--- src/rtl/rc4_keystream_decryptor.sv ---
// RC4 keystream generator and decrypt stage.
// Walks the shuffled S RAM, XORs each keystream byte into the message.
module rc4_keystream_decryptor #(
  parameter int RAM_WIDTH      = 8,
  parameter int RAM_LENGTH     = 8,
  parameter int MSG_LENGTH     = 32,
  parameter int MSG_ADDR_WIDTH = 5,
  parameter int CHECK_CHARS    = 1
) (
  input  logic                      clk,
  input  logic                      reset,
  input  logic                      start,
  output logic                      finished,
  output logic                      msg_valid,
  input  logic [RAM_WIDTH-1:0]      s_ram_out,
  output logic [RAM_LENGTH-1:0]     s_address,
  output logic [RAM_WIDTH-1:0]      s_ram_in,
  output logic                      s_write_enable,
  input  logic [RAM_WIDTH-1:0]      enc_rom_out,
  output logic [MSG_ADDR_WIDTH-1:0] enc_address,
  output logic [MSG_ADDR_WIDTH-1:0] dec_address,
  output logic [RAM_WIDTH-1:0]      dec_ram_in,
  output logic                      dec_write_enable
);

  localparam logic [MSG_ADDR_WIDTH-1:0] K_MAX =
    MSG_ADDR_WIDTH'(MSG_LENGTH - 1);
  localparam logic [MSG_ADDR_WIDTH-1:0] K_ONE =
    MSG_ADDR_WIDTH'(1);
  localparam logic [RAM_LENGTH-1:0] I_ONE =
    RAM_LENGTH'(1);

  // Each state names what is presented on the outputs
  // during that cycle; registers are loaded on entry.
  typedef enum logic [3:0] {
    IDLE,
    SET_I,
    WAIT_I,
    GET_SI,
    WAIT_J,
    GET_SJ,
    WR_J,
    SET_F,
    WAIT_F,
    GET_F,
    NEXT,
    DONE
  } state_t;

  state_t state, state_n;

  logic                      start_q;
  logic                      start_edge;
  logic [RAM_LENGTH-1:0]     i, i_n;
  logic [RAM_LENGTH-1:0]     j, j_n;
  logic [MSG_ADDR_WIDTH-1:0] k, k_n;
  logic [RAM_WIDTH-1:0]      si, si_n;
  logic [RAM_WIDTH-1:0]      sj, sj_n;

  logic                      finished_n;
  logic                      msg_valid_n;
  logic [RAM_LENGTH-1:0]     s_address_n;
  logic [RAM_WIDTH-1:0]      s_ram_in_n;
  logic                      s_write_enable_n;
  logic [MSG_ADDR_WIDTH-1:0] enc_address_n;
  logic [MSG_ADDR_WIDTH-1:0] dec_address_n;
  logic [RAM_WIDTH-1:0]      dec_ram_in_n;
  logic                      dec_write_enable_n;

  logic                      char_ok;
  logic                      abort;

  assign start_edge = start & ~start_q;

  // Accepted characters: space and lowercase letters.
  assign char_ok =
    (dec_ram_in == RAM_WIDTH'(8'h20)) ||
    ((dec_ram_in >= RAM_WIDTH'(8'h61)) &&
     (dec_ram_in <= RAM_WIDTH'(8'h7a)));

  assign abort = (CHECK_CHARS != 0) && !char_ok;

  // State, datapath and registered-output storage.
  always_ff @(posedge clk or posedge reset) begin
    if (reset) begin
      state            <= IDLE;
      start_q          <= 1'b0;
      i                <= '0;
      j                <= '0;
      k                <= '0;
      si               <= '0;
      sj               <= '0;
      finished         <= 1'b0;
      msg_valid        <= 1'b0;
      s_address        <= '0;
      s_ram_in         <= '0;
      s_write_enable   <= 1'b0;
      enc_address      <= '0;
      dec_address      <= '0;
      dec_ram_in       <= '0;
      dec_write_enable <= 1'b0;
    end else begin
      state            <= state_n;
      start_q          <= start;
      i                <= i_n;
      j                <= j_n;
      k                <= k_n;
      si               <= si_n;
      sj               <= sj_n;
      finished         <= finished_n;
      msg_valid        <= msg_valid_n;
      s_address        <= s_address_n;
      s_ram_in         <= s_ram_in_n;
      s_write_enable   <= s_write_enable_n;
      enc_address      <= enc_address_n;
      dec_address      <= dec_address_n;
      dec_ram_in       <= dec_ram_in_n;
      dec_write_enable <= dec_write_enable_n;
    end
  end

  // Next state and the values loaded on entering it.
  always_comb begin
    state_n            = state;
    i_n                = i;
    j_n                = j;
    k_n                = k;
    si_n               = si;
    sj_n               = sj;
    finished_n         = finished;
    msg_valid_n        = msg_valid;
    s_address_n        = s_address;
    s_ram_in_n         = s_ram_in;
    s_write_enable_n   = 1'b0;
    enc_address_n      = enc_address;
    dec_address_n      = dec_address;
    dec_ram_in_n       = dec_ram_in;
    dec_write_enable_n = 1'b0;

    unique case (state)
      IDLE, DONE: begin
        if (start_edge) begin
          state_n     = SET_I;
          i_n         = I_ONE;
          j_n         = '0;
          k_n         = '0;
          s_address_n = I_ONE;
          finished_n  = 1'b0;
          msg_valid_n = 1'b0;
        end
      end
      SET_I: begin
        state_n = WAIT_I;
      end
      WAIT_I: begin
        state_n     = GET_SI;
        si_n        = s_ram_out;
        j_n         = j + RAM_LENGTH'(s_ram_out);
        s_address_n = j + RAM_LENGTH'(s_ram_out);
      end
      GET_SI: begin
        state_n = WAIT_J;
      end
      WAIT_J: begin
        state_n          = GET_SJ;
        sj_n             = s_ram_out;
        s_address_n      = i;
        s_ram_in_n       = s_ram_out;
        s_write_enable_n = 1'b1;
      end
      GET_SJ: begin
        state_n          = WR_J;
        s_address_n      = j;
        s_ram_in_n       = si;
        s_write_enable_n = 1'b1;
      end
      WR_J: begin
        state_n       = SET_F;
        s_address_n   = RAM_LENGTH'(si + sj);
        enc_address_n = k;
      end
      SET_F: begin
        state_n = WAIT_F;
      end
      WAIT_F: begin
        state_n            = GET_F;
        dec_address_n      = k;
        dec_ram_in_n       = s_ram_out ^ enc_rom_out;
        dec_write_enable_n = 1'b1;
      end
      GET_F: begin
        if (abort) begin
          state_n     = DONE;
          finished_n  = 1'b1;
          msg_valid_n = 1'b0;
        end else begin
          state_n = NEXT;
        end
      end
      NEXT: begin
        if (k == K_MAX) begin
          state_n     = DONE;
          finished_n  = 1'b1;
          msg_valid_n = 1'b1;
        end else begin
          state_n     = SET_I;
          k_n         = k + K_ONE;
          i_n         = i + I_ONE;
          s_address_n = i + I_ONE;
        end
      end
      default: begin
        state_n = IDLE;
      end
    endcase
  end

endmodule

--- config.mk ---
export PLATFORM = sky130hd
export DESIGN_NAME = rc4_keystream_decryptor
export DESIGN_NICKNAME = d
export VERILOG_FILES = /design/src/rtl/rc4_keystream_decryptor.sv
export SDC_FILE = /design/constraint.sdc
export NUM_CORES = 1
export LEC_CHECK = 0
export ABC_AREA = 1
export BUFFER_PORTS_ARGS = -buffer_cell sky130_fd_sc_hd__buf_2
export CAP_MARGIN = 15
export CORE_AREA = 2 2 108 110
export DETAILED_ROUTE_END_ITERATION = 16
export DIE_AREA = 0 0 110 112
export GPL_TIMING_DRIVEN = 0
export SYNTH_ARGS = -nofsm -noshare
export SYNTH_HDL_FRONTEND = slang
export SYNTH_SLANG_ARGS = --single-unit
--- constraint.sdc ---
create_clock -name clk -period 3.8 [get_ports clk]
set_input_delay 0 -clock clk [delete_from_list [all_inputs] [get_ports clk]]
set_output_delay 0 -clock clk [all_outputs]
set_load 0.005 [all_outputs]
# == Yosys cells after proc, flatten, opt, wreduce, memory -nomap -nowiden ==
# Cells that the tools add are included.
# classes
n_mux,22
n_eq_ne,17
bitwise,3
n_reduce_logical,14
n_addsub,4
magnitude_cmp,2
# op_table
op,n
$pmux 8 s2,3
$pmux 8 s6,1
$pmux 4 s11,1
$mux 8,3
$add 8x8->8,2
$eq 4x3->1 const B,4
$eq 4x4->1 const B,4
$mux 5,2
$pmux 5 s2,1
$add 8x1->8 const B,1
$eq 4x2->1 const B,2
$eq 8x6->1 const B,1
$ge 8x7->1 const B,1
$le 8x7->1 const B,1
$mux 4,2
$ne 2x2->1 const B,4
$xor 8x8->8,1
$mux 1,7
$pmux 1 s3,2
$reduce_and 3->1,2
$reduce_bool 2->1,3
$reduce_bool 6->1,1
$add 5x1->5 const B,1
$eq 5x5->1 const B,1
other kinds (10),11
# totals
output_inout_bits,38
regBits,80

# == Logic depth before layout (Yosys ltp) ==
# depth
depth_word,5
depth_mapped,11
mapped_depth_nobuf,11

# == Least setup slack after synthesis ==
# No wires, ideal clock.
# synth_path
kind,reg2reg
from,reg j[0]
to,reg s_address[4]
synth_period_minus_slack_ns,1.609
stages_incl_launch_ff,9
t_required_ns,3.683
arrival_ns,1.492
slack_ns,2.191
path_cell_list,dfrtp_1 -> ha_1 -> fa_1 -> nand3_1 -> nand3_1 -> o21ai_0 -> nand3_1 -> nand2_1 -> nand2_1
# synth_between
elab_chain_cells,2
# synth_lines
element,line_no,text
"start, declared",55,"logic [RAM_LENGTH-1:0] j, j_n;"
"start signal, assigned",106,j <= j_n;
$add 8x8->8,159,s_address_n = j + RAM_LENGTH'(s_ram_out);
$pmux 8 s6,140,unique case (state)
"end signal, assigned",112,s_address <= s_address_n;
"end, declared",16,"output logic [RAM_LENGTH-1:0] s_address,"
# No other way between the ends.
# A chain may end at the register's enable or synchronous reset.

# == Final worst setup path ==
# layout_path
from,reg si[0]
to,reg s_address[1]
# layout_between
elab_chain_cells,2
# layout_lines
element,line_no,text
"start, declared",57,"logic [RAM_WIDTH-1:0] si, si_n;"
"start signal, assigned",108,si <= si_n;
$add 8x8->8,179,s_address_n = RAM_LENGTH'(si + sj);
$pmux 8 s6,140,
# No other way between the ends.

==> qor.yml <==
outcome:
  outcome: "completed"
clock_tree:
  hold_buffers: 17
  clk_pin_slew_ns: 0.07
  insertion_delay_ns: 0.35
  cts_sinks: 80
  cts_made_buffers: 9
  cts_resized: 0
  cts_max_level: 3
  cts_tree: "yes"
  cts_setup_buffers: 0
  root_buffer: "clkbuf_16"
  clock_path_buffers: 2
drt:
  vias: 3981
  drt_iter0_markers: 282
  wl_mm: 11.1
  wl_per_cell_um: 13.8
  firstDrtPassIters: 5
  ant_nets: 0
  drc_errors: 0
  vias_per_cell: 4.94
yosys:
  syn_inst: 573
  avgSynthCellArea_um2: 7.61
  yosysWarnings: 0
  synth_ff_type: "dfrtp_1"
  yosys_register_bits: 80
  async_reset_ff_share_pct: 100
  netlist_area_um2: 4360
  synth_edf_count: 0
  netlist-cell-type-count: 27
  syn_nets: 611
  synth-seq-area-share_pct: 45.9
pwr:
  ir_drop_mv: 0.349
  switching_power_mw: 1.87
  swShare_pct: 41.6
  power_density_nw_per_um2: 838
  p_clk_share_pct: 22.9
  p_leak_nw: 2.88
  combPwrFrac_pct: 43.9
  p_int_mw: 2.63
  p_seq_share_pct: 33.2
cells_and_area:
  fill_cells: 1091
  layout-drive-gt1-share_pct: 13.9
  area_delta_synth_final_pct: 23.2
  antenna_cells: 0
  fin_nets: 696
  instances_no_fill: 806
  final_common_cell: "nand2_1"
  final_cell_mix: "215 x nand2_1, 80 x dfrtp_1, 60 x inv_1, 60 x buf_2, 55 x nand3_1"
placed_design:
  hpwl_mm: 8.20
  io_buffers: 56
  place_congestion: 0.909
  place_inst: 773
worst_setup_path:
  crit_path_end_kind: "flop"
  worst_r2r_endpoint: "s_address[1]"
  cp-start-kind: "flop"
  startpoint: "si[0]"
  cp_data_arrival_time_ns: 2.09
  crit_fanout: 3
  worst_ep_required_time_ns: 4.02
  reg2reg_depth: 6
  r2r_start: "si[0]"
  critPathKind: "reg2reg"
  r2r_setup_slack_ns: 1.92
hold_path:
  hp-start: "s_ram_out[7]"
  hold_end: "si[7]"
  hp-class: "in2reg"
  hold_depth: 3
timing:
  finalHoldViolCount: 0
  fin_crit_sh_pct: 49.4
  fin_tns_setup_ns: 0
  fmax_mhz: 533
  rsz0062_at_grt: "no"
  finalSetupViolations: 0
  skew_ns: 0.00919
  maxSlewViolCount: 0
  tightestPinTransition_ns: 0.522
  slew_headroom_pct: 65.2
  timing.final.crit_period_ns: 1.88
flow_run:
  cap_violations: 0
grt:
  grt_max_degree: 60
  overflow: 0
  antenna_found_initial: 0
  grt_pass1_vias: 3982
  grt_pass1_wl_mm: 19.0
  grt_util_all_layers_pct: 20.0
die:
  row_count: 39
  start_util_pct: 39.0
  coreArea_um2: 11200
  die_area_um2: 12300
  pin_count: 57
  die_y_um: 112
  die_x_um: 110
[critical path: stages (launching register included)]
cell and delay (ns):
dfrtp_1 0.40, ha_1 0.25, fa_1 0.43, nand2_1 0.11, nand3_1 0.07, o21ai_0 0.37
nand2_1 0.10
[per-layer routing]
metal / track usage, % / vias to the layer above / routed length (um)
li1: - / 2007 / -
met1: 27.8 / 1859 / 5290
met2: 30.7 / 100 / 5080
met3: 4.63 / 15 / 525
met4: 6.67 / 0 / 231
met5: 0 / - / 0
[logic make-up (layout without fill, tap and decap cells)]
family	Yosys count	count (layout)	synth area share, %
compound gates	70	70	8.41
xor+xnor	13	13	2.61
fa+ha+maj	19	19	5.80
buf+inv	74	164	6.92
flops	80	80	45.9
simple gates	317	317	30.4
[synth_stat cells (3+ instances only)]
master,number,area share [%]
xnor2_1,11,2.2
ha_1,17,4.9
nand3_1,55,6.3
buf_2,4,0.46
o21ai_0,36,4.1
o21ai_1,11,1.3
inv_1,61,5.3
a21oi_1,15,1.7
clkbuf_1,4,0.34
nand2_2,3,0.43
nor2_1,32,2.8
dfrtp_1,80,46
nand4_1,7,1.0
o22ai_1,5,0.72
nand2_1,215,19
[worst max path at each step]
stage / endpoint / slack, ns / cells past startpoint
global placement: s_ram_in[6] / 0.74 / 2
floorplan: dec_address[0] / 1.75 / 1
finish: s_address[1] / 1.92 / 6
detailed placement: s_address[4] / 1.96 / 8
CTS: s_address[4] / 1.94 / 8
global route: s_address[0] / 1.77 / 9
[area by class of cell]
class	instances	area, um2	share of cell area, %
repair buffers	74	478	8.89
plain buffers	11	65.1	1.21
inverters	63	239	4.45
well taps	143	179	3.33
flip-flops and latches	80	2000	37.3
clock buffers	10	239	4.45
clock inverters	6	115	2.14
multi-input cells	419	2060	38.3
[sequential cells by signal, indices dropped and copies added (netlist names), 4 cells and up]
register,count
s_address,8
dec_ram_in,8
state,4
dec_address,5
i,8
j,8
si,8
enc_address,5
k,5
sj,8
s_ram_in,8
[per-stage QoR]
| step | power (mW) | utilization [%] | area [um2] | hold WS, ns | worst slack, ns |
|---|---|---|---|---|---|
| 6_report | 4.50 | 48.1 | 5370 | 0.000100 | 1.92 |
| 5_1_grt | 4.93 | 48.1 | 5370 | 0.0118 | 1.77 |
| 4_1_cts | 4.53 | 48.1 | 5370 | 0.000721 | 1.94 |
| 3_5_place_dp | 3.47 | 43.4 | 4850 | -0.0177 | 1.96 |
| 3_3_place_gp | 3.41 | 43.1 | 4820 | 0.188 | 0.736 |
| 2_1_floorplan | 2.86 | - | 4360 | 0.0314 | 1.75 |
[power groups by stage]
| stage | logic, mW | registers [mW] | clock network (mW) |
|---|---|---|---|
| 3_3_place_gp | 1.92 | 1.49 | 0 |
| 3_5_place_dp | 1.97 | 1.50 | 0 |
| 5_1_grt | 2.30 | 1.55 | 1.08 |
| 4_1_cts | 1.99 | 1.49 | 1.05 |
| 2_1_floorplan | 1.39 | 1.46 | 0 |
| 6_report | 1.98 | 1.49 | 1.03 |
No activity file was read; power rests on OpenSTA's default activity.
